[src/rtl/cook_timer.sv]
`default_nettype none
// ============================================================================
// Module   : cook_timer
// Purpose  : BCD mm:ss countdown timer for the microwave oven, keypad loaded.
//            Optional macro TIMER_ADD30_EN adds a "+30 s" strobe input.
// Revision : 1.0 - initial release
// ============================================================================
module cook_timer #(
    parameter int TICKS_PER_SEC = 100,
    parameter int PRESC_W       = 7
) (
    input  logic       clk,
    input  logic       rst,
    input  logic       clrn,
    input  logic       mag_on,
    input  logic       key_valid,
    input  logic [3:0] key_digit,
`ifdef TIMER_ADD30_EN
    input  logic       add30,
`endif
    output logic [3:0] min_tens,
    output logic [3:0] min_ones,
    output logic [3:0] sec_tens,
    output logic [3:0] sec_ones,
    output logic       timer_done
);

    localparam logic [PRESC_W-1:0] C_PRESC_MAX = PRESC_W'(TICKS_PER_SEC - 1);

    logic [3:0]         r_mt, r_mo, r_st, r_so;
    logic [PRESC_W-1:0] r_presc;
    logic               r_done;

    logic               w_zero, w_running, w_tick, w_key_ok;
    logic [3:0]         w_dec_mt, w_dec_mo, w_dec_st, w_dec_so;
    logic [3:0]         w_nxt_mt, w_nxt_mo, w_nxt_st, w_nxt_so;
    logic [PRESC_W-1:0] w_nxt_presc;

    assign w_zero    = ({r_mt, r_mo, r_st, r_so} == 16'd0);
    assign w_running = mag_on && !w_zero;
    assign w_tick    = w_running && (r_presc == C_PRESC_MAX);
    assign w_key_ok  = key_valid && !mag_on && (key_digit <= 4'd9);

    // One-second BCD decrement; only selected when the count is nonzero.
    always_comb begin
        w_dec_mt = r_mt;
        w_dec_mo = r_mo;
        w_dec_st = r_st;
        w_dec_so = r_so;
        if (r_so != 4'd0) begin
            w_dec_so = r_so - 4'd1;
        end else if (r_st != 4'd0) begin
            w_dec_so = 4'd9;
            w_dec_st = r_st - 4'd1;
        end else begin
            w_dec_so = 4'd9;
            w_dec_st = 4'd5;
            if (r_mo != 4'd0) begin
                w_dec_mo = r_mo - 4'd1;
            end else begin
                w_dec_mo = 4'd9;
                w_dec_mt = r_mt - 4'd1;
            end
        end
    end

`ifdef TIMER_ADD30_EN
    logic [3:0] w_add_mt, w_add_mo, w_add_st, w_add_so;

    // +30 s with minute carry; a carry out of 99 saturates at 99:59.
    always_comb begin
        w_add_mt = r_mt;
        w_add_mo = r_mo;
        w_add_st = r_st;
        w_add_so = r_so;
        if (r_st >= 4'd3) begin
            w_add_st = r_st - 4'd3;
            if (r_mo != 4'd9) begin
                w_add_mo = r_mo + 4'd1;
            end else if (r_mt != 4'd9) begin
                w_add_mo = 4'd0;
                w_add_mt = r_mt + 4'd1;
            end else begin
                w_add_st = 4'd5;
                w_add_so = 4'd9;
            end
        end else begin
            w_add_st = r_st + 4'd3;
        end
    end
`endif

    always_comb begin
        w_nxt_mt    = r_mt;
        w_nxt_mo    = r_mo;
        w_nxt_st    = r_st;
        w_nxt_so    = r_so;
        w_nxt_presc = r_presc;
        if (w_running) begin
            w_nxt_presc = (r_presc == C_PRESC_MAX) ? '0 : r_presc + PRESC_W'(1);
        end
        if (!clrn) begin
            w_nxt_mt    = 4'd0;
            w_nxt_mo    = 4'd0;
            w_nxt_st    = 4'd0;
            w_nxt_so    = 4'd0;
            w_nxt_presc = '0;
`ifdef TIMER_ADD30_EN
        end else if (add30) begin
            // A coincident tick is dropped; the prescaler keeps running.
            w_nxt_mt = w_add_mt;
            w_nxt_mo = w_add_mo;
            w_nxt_st = w_add_st;
            w_nxt_so = w_add_so;
`endif
        end else if (w_tick) begin
            w_nxt_mt = w_dec_mt;
            w_nxt_mo = w_dec_mo;
            w_nxt_st = w_dec_st;
            w_nxt_so = w_dec_so;
        end else if (w_key_ok) begin
            w_nxt_mt    = r_mo;
            w_nxt_mo    = r_st;
            w_nxt_st    = r_so;
            w_nxt_so    = key_digit;
            w_nxt_presc = '0;
        end
    end

    // Done is derived from the next count so it moves on the same edge.
    always_ff @(posedge clk) begin
        if (rst) begin
            r_mt    <= 4'd0;
            r_mo    <= 4'd0;
            r_st    <= 4'd0;
            r_so    <= 4'd0;
            r_presc <= '0;
            r_done  <= 1'b1;
        end else begin
            r_mt    <= w_nxt_mt;
            r_mo    <= w_nxt_mo;
            r_st    <= w_nxt_st;
            r_so    <= w_nxt_so;
            r_presc <= w_nxt_presc;
            r_done  <= ({w_nxt_mt, w_nxt_mo, w_nxt_st, w_nxt_so} == 16'd0);
        end
    end

    assign min_tens   = r_mt;
    assign min_ones   = r_mo;
    assign sec_tens   = r_st;
    assign sec_ones   = r_so;
    assign timer_done = r_done;

endmodule
`default_nettype wire

[config.mk]
export PLATFORM = sky130hd
export DESIGN_NAME = cook_timer
export DESIGN_NICKNAME = d
export VERILOG_FILES = /design/src/rtl/cook_timer.sv
export SDC_FILE = /design/constraint.sdc
export NUM_CORES = 1
export LEC_CHECK = 0
export CORE_ASPECT_RATIO = 0.5
export CORE_MARGIN = 2
export CORE_UTILIZATION = 55
export CTS_BUF_LIST = sky130_fd_sc_hd__clkbuf_8
export DETAILED_ROUTE_END_ITERATION = 8
export PLACE_DENSITY = 0.82
export SLEW_MARGIN = 20
export SYNTH_ARGS = -nofsm -noshare
export SYNTH_HDL_FRONTEND = slang
export SYNTH_SLANG_ARGS = --single-unit
[constraint.sdc]
create_clock -name clk -period 3.4 [get_ports clk]
set_input_delay 0.68 -clock clk [delete_from_list [all_inputs] [get_ports clk]]
set_output_delay 0.68 -clock clk [all_outputs]
set_load 0.02 [all_outputs]
# Word level (Yosys, flattened, before mapping)
# Index checks and enable logic that the tools add are counted.
[classes] n_eq_ne=1 muxes=25 reduce_logical=12 n_lt_le_gt_ge=1 bitwise=1 n_addsub=5
[ops] op="$mux W4" count=21
[ops] op="$logic_not A16 Y1" count=2
[ops] op="$mux W7" count=4
[ops] op="$sub A4 B1 Y4 const B" count=4
[ops] op="$reduce_bool A4 Y1" count=3
[ops] op="$add A7 B1 Y7 const B" count=1
[ops] op="$eq A7 B7 Y1 const B" count=1
[ops] op="$le A4 B4 Y1 const B" count=1
[ops] op="$logic_and A1 B1 Y1" count=4
[ops] op="$logic_not A1 Y1" count=2
[ops] op="$reduce_or A2 Y1" count=1
[ops] op="$not A1 Y1" count=1
[totals] ff_bits=24 out_inout_bits=17 inputBits=9 wordCells=51

# Longest topological paths before layout
[logic_depth] word_depth=7 mapped_depth=11 mapped_depth_nobuf=9

# Worst setup path before layout
# OpenSTA, ideal clock, no wires.
[synth_timing] path_type="register to register" from="register r_so[0], in the netlist sec_ones[0]" to="register r_done, in the netlist timer_done" path_slack_ns=0.569 t_required_ns=3.341 stages_incl_launch_ff=12 arrival_ns=2.771 n_path_buf=2 path_cell_list="dfxtp_1 -> inv_1 -> ha_1 -> or3b_2 -> buf_6 -> or4_4 -> buf_6 -> a21oi_4 -> a21oi_2 -> or2_1 -> a2111oi_2 -> a31o_1"
[synth_between] elab_chain_len=7 elab_cells_between_ends=21 classes_between="1 x add/sub; 14 x mux; 6 x reduce/logical"
[synth_lines] item="from (decl)" line_no="30" text="logic [3:0] r_mt, r_mo, r_st, r_so;"
[synth_lines] item="from (signal assigned)" line_no="143" text="r_so <= w_nxt_so;"
[synth_lines] item="branches (longest 6 deep; another with $sub A4 B1 Y4)"
[synth_lines] item="$logic_not A16 Y1 (*)" line_no="145" text="r_done <= ({w_nxt_mt, w_nxt_mo, w_nxt_st, w_nxt_so} == 16'd0);"
[synth_lines] item="to (signal assigned)" line_no="145"
[synth_lines] item="to (decl)" line_no="32" text="logic r_done;"
# Mark *: on every way between the ends.
# A chain may end at the register's enable or synchronous reset.

# Final worst setup path
[layout_timing] from="input mag_on" to="register r_done, in the netlist timer_done"
[layout_between] elab_chain_len=7 elab_cells_between_ends=18 classes_between="12 x mux; 6 x reduce/logical"
[layout_lines] item="from (decl)" line_no="15" text="input logic mag_on,"
[layout_lines] item="$logic_not A1 Y1" line_no="42" text="assign w_key_ok = key_valid && !mag_on && (key_digit <= 4'd9);"
[layout_lines] item="$logic_and A1 B1 Y1 (2 in series)" line_no="42"
[layout_lines] item="$mux W4" line_no="121" text="end else if (w_key_ok) begin"
[layout_lines] item="$mux W4" line_no="116" text="end else if (w_tick) begin"
[layout_lines] item="$mux W4" line_no="102" text="if (!clrn) begin"
[layout_lines] item="$logic_not A16 Y1 (*)" line_no="145"
# Mark *: on every way between the ends. The rest lies on a longest branch, timed or not.

==> flow_metrics.env <==
export IMPL_run_status="complete, no violations"
export IMPL_floorplan_core_area_sq_mm=0.00267
export IMPL_slew_headroom_pct=56.1
export IMPL_clk_transition_reported_paths_ns=0.09
export IMPL_final_hold_violation_count=0
export IMPL_p_leak_uw=0.000709
export IMPL_number_of_storage_elements_in_the_synthesis_netlist=24
export IMPL_sequential_cell_area_sq_um=480
export IMPL_largest_net_degree_at_the_start_of_global_routing=17
export IMPL_vias_in_the_first_global_route=1492
export IMPL_drt_pass1_iterations=5
export IMPL_ctsLongestPathBuffers=2
export IMPL_n_fill_cell=227
export IMPL_tightestPinTransition_ns=0.650
export IMPL_max_cap_violations=0
export IMPL_critPathRequiredTime_ns=3.57
export IMPL_weighted_congestion_reported_at_the_end_of_routability_driven_placement=0.950
export IMPL_die_area_sq_mm=0.00338
export IMPL_r2r_setup_slack_ns=0.38
export IMPL_ys_async_sr_fraction_pct=0
export IMPL_crit_arrival_ns=3.27
export IMPL_antenna_found_initial=0
export IMPL_seq_area_frac_synth_pct=30.1
export IMPL_net_switching_power_uw=193
export IMPL_tritoncts_num_buffers=3
export IMPL_synth_largest_area_cell="sky130_fd_sc_hd__dfxtp_1"
export IMPL_final_setup_viol_count=0
export IMPL_drc_errors=0
export IMPL_vias_per_cell=6.47
export IMPL_routed_wl_mm=4.68
export IMPL_synth_yosys_warnings=0
export IMPL_die_h_um=42.1
export IMPL_num_antenna_cells=0
export IMPL_internal_power_uw=455
export IMPL_max_freq_mhz=322
export IMPL_postCtsResizedCells=0
export IMPL_vdd_ir_drop_max_uv=162
export IMPL_area_delta_synth_final_pct=21.7
export IMPL_synthMostInstantiatedCell="sky130_fd_sc_hd__dfxtp_1"
export IMPL_ioPinCount=26
export IMPL_synthDistinctLibCells=50
export IMPL_synth_nets=220
export IMPL_cts_root_buffer="sky130_fd_sc_hd__clkbuf_8"
export IMPL_floorplan_die_width_um=80.2
export IMPL_drt_first_iter_violations=194
export IMPL_postLayoutCellArea_sq_mm=0.00194
export IMPL_timing_final_crit_period_ns=3.10
export IMPL_multi_input_comb_area_sq_mm=0.00103
export IMPL_post_route_period_util_pct=91.2
export IMPL_end_kind="register"
export IMPL_share_seq_of_total_power_pct=45.9
export IMPL_crit_path_end="timer_done$_SDFF_PP1_"
export IMPL_placed_area_sq_mm=0.00189
export IMPL_power_switching_fraction_pct=29.8
export IMPL_ff2ff_path_depth=9
export IMPL_worst_clock_skew_on_the_final_layout_ns=0.00276
export IMPL_portBuffers=25
export IMPL_regToRegEndpoint="timer_done$_SDFF_PP1_"
export IMPL_comb_power_share_pct=23.3
export IMPL_startpoint_type="input pin"
export IMPL_drt_wl_cell_um=17.5
export IMPL_post_cts_setup_buffers=0
export IMPL_synthTopCellsByArea="sky130_fd_sc_hd__dfxtp_1 (30%), sky130_fd_sc_hd__o21ai_0 (5.6%), sky130_fd_sc_hd__nor2_1 (5.2%), sky130_fd_sc_hd__ha_1 (4.7%), sky130_fd_sc_hd__a21oi_1 (4.1%)"
export IMPL_h_tree_depth_reported_by_cts=1
export IMPL_drive_above_1_share_pct=8.26
export IMPL_slew_viol_final=0
export IMPL_cts_sinks=24
export IMPL_fin_hold_ws_ns=0.505
export IMPL_grt_ovfl_total=0
export IMPL_cts_tree="built"
export IMPL_grt_setup_unrepaired="no"
export IMPL_tns_ns=0
export IMPL_r2r_start="sec_tens[0]$_SDFF_PP0_"
export IMPL_power_density_mw_per_mm2=333
export IMPL_worst_setup_path_startpoint="mag_on"
export IMPL_power_share_clock_pct=30.8
export IMPL_synth_edf_count=0
export IMPL_holdBufCountCts=0
export IMPL_antenna_violating_nets_post_route=0
export IMPL_hpwl_detailed_mm=3.50
export IMPL_syn_avg_cell_area_sq_um=7.79
export IMPL_hold_path_class="reg -> reg"
export IMPL_clk_latency_ns=0.27
export IMPL_total_number_of_placement_rows=13
export IMPL_setup_worst_path_class="in -> reg"
export IMPL_final_nets=246
export IMPL_syn_area_sq_mm=0.00160
export IMPL_crit_fanout=6
export IMPL_ys_dominant_reg_cell="sky130_fd_sc_hd__dfxtp_1"
export IMPL_via_count=1727
export IMPL_global_route_wire_length_before_repair_mm=7.53
export IMPL_synth_commonest_cells="sky130_fd_sc_hd__dfxtp_1 (24), sky130_fd_sc_hd__nor2_1 (22), sky130_fd_sc_hd__o21ai_0 (18)"
export IMPL_syn_instance_count=205
export IMPL_totalPowerFinal_uw=647
export IMPL_globalRouteTotalUtil_pct=29.0
export IMPL_initial_core_utilization_pct=59.8
export IMPL_synth_top_cell_area_share_pct=30.1
==> worst max-delay path, cell delays in order <==
cell and delay [ns]:
sky130_fd_sc_hd__clkdlybuf4s50_1 0.55, sky130_fd_sc_hd__nand4_1 0.14, sky130_fd_sc_hd__or4_1 0.56, sky130_fd_sc_hd__o21ai_0 0.42
sky130_fd_sc_hd__a21oi_1 0.13, sky130_fd_sc_hd__a311oi_1 0.35, sky130_fd_sc_hd__and4bb_1 0.23, sky130_fd_sc_hd__a31o_1 0.20
==> metal layers <==
| layer | routed length [um] | vias up | GRT usage (%) | part of all wire (%) |
|---|---|---|---|---|
| li1 | - | 809 | - | - |
| met1 | 2230 | 802 | 43.9 | 48 |
| met2 | 1910 | 106 | 40.7 | 41 |
| met3 | 481 | 10 | 7.76 | 10 |
| met4 | 58 | 0 | 6.10 | 1.2 |
| met5 | 0 | - | 0 | 0 |
==> power groups by stage <==
stage,sequential [uW],clock [uW],combinational [uW]
2_1_floorplan,308,0,98.4
3_3_place_gp,303,0,145
3_5_place_dp,303,0,147
4_1_cts,297,203,148
5_1_grt,298,219,164
6_report,297,199,151
==> layout by cell type (no fill, tap or decap), drive strengths merged, types with 6 or more instances in the layout <==
| master | count |
|---|---|
| clkdlybuf4s50 | 25 |
| dfxtp | 24 |
| nor2 | 22 |
| o21ai | 18 |
| a21oi | 15 |
| nor3 | 13 |
| inv | 10 |
| nand2 | 10 |
| nand3 | 7 |
| ha | 6 |
| buf | 6 |
==> logic make-up after synthesis <==
group                    share of synthesized area, %
XOR/XNOR                                         2.19
buffers and inverters                            5.88
adder cells (fa/ha/maj)                          4.70
flip-flops                                       30.1
multiplexers                                     1.25
AO/OA/AOI/OAI                                    25.5
AND/OR/NAND/NOR                                  30.3
==> state kept, by name, indices dropped and copies added, names as in the netlist <==
register    cells
min_tens        4
min_ones        4
timer_done      1
r_presc         7
sec_tens        4
sec_ones        4
==> layout make-up <==
cell class,instances,share of cell area [%]
inverters,10,1.93
repair buffers,31,15.2
well taps,37,2.38
clock buffers,4,2.83
multi-input cells,161,52.9
flip-flops and latches,24,24.7
==> per-stage QoR <==
stage	worst slack (ns)	utilization, %	std cells
after floorplan	0.569	-	205
after global placement	0.248	70.8	263
after detailed placement	0.122	70.8	263
after CTS	0.387	72.8	267
after global routing	0.182	72.8	267
final	0.299	72.8	267
==> how the worst min path moves through the flow <==
stage	from	to	slack [ns]	cells past startpoint
6_report	r_presc[5]$_SDFF_PP0_	r_presc[5]$_SDFF_PP0_	0.50	2
4_1_cts	r_presc[6]$_SDFF_PP0_	r_presc[6]$_SDFF_PP0_	0.50	2
3_5_place_dp	r_presc[6]$_SDFF_PP0_	r_presc[6]$_SDFF_PP0_	0.49	2
3_3_place_gp	r_presc[6]$_SDFF_PP0_	r_presc[6]$_SDFF_PP0_	0.48	2
5_1_grt	r_presc[6]$_SDFF_PP0_	r_presc[6]$_SDFF_PP0_	0.55	2
2_1_floorplan	r_presc[6]$_SDFF_PP0_	r_presc[6]$_SDFF_PP0_	0.46	2
No activity file was read; power rests on OpenSTA's default activity.
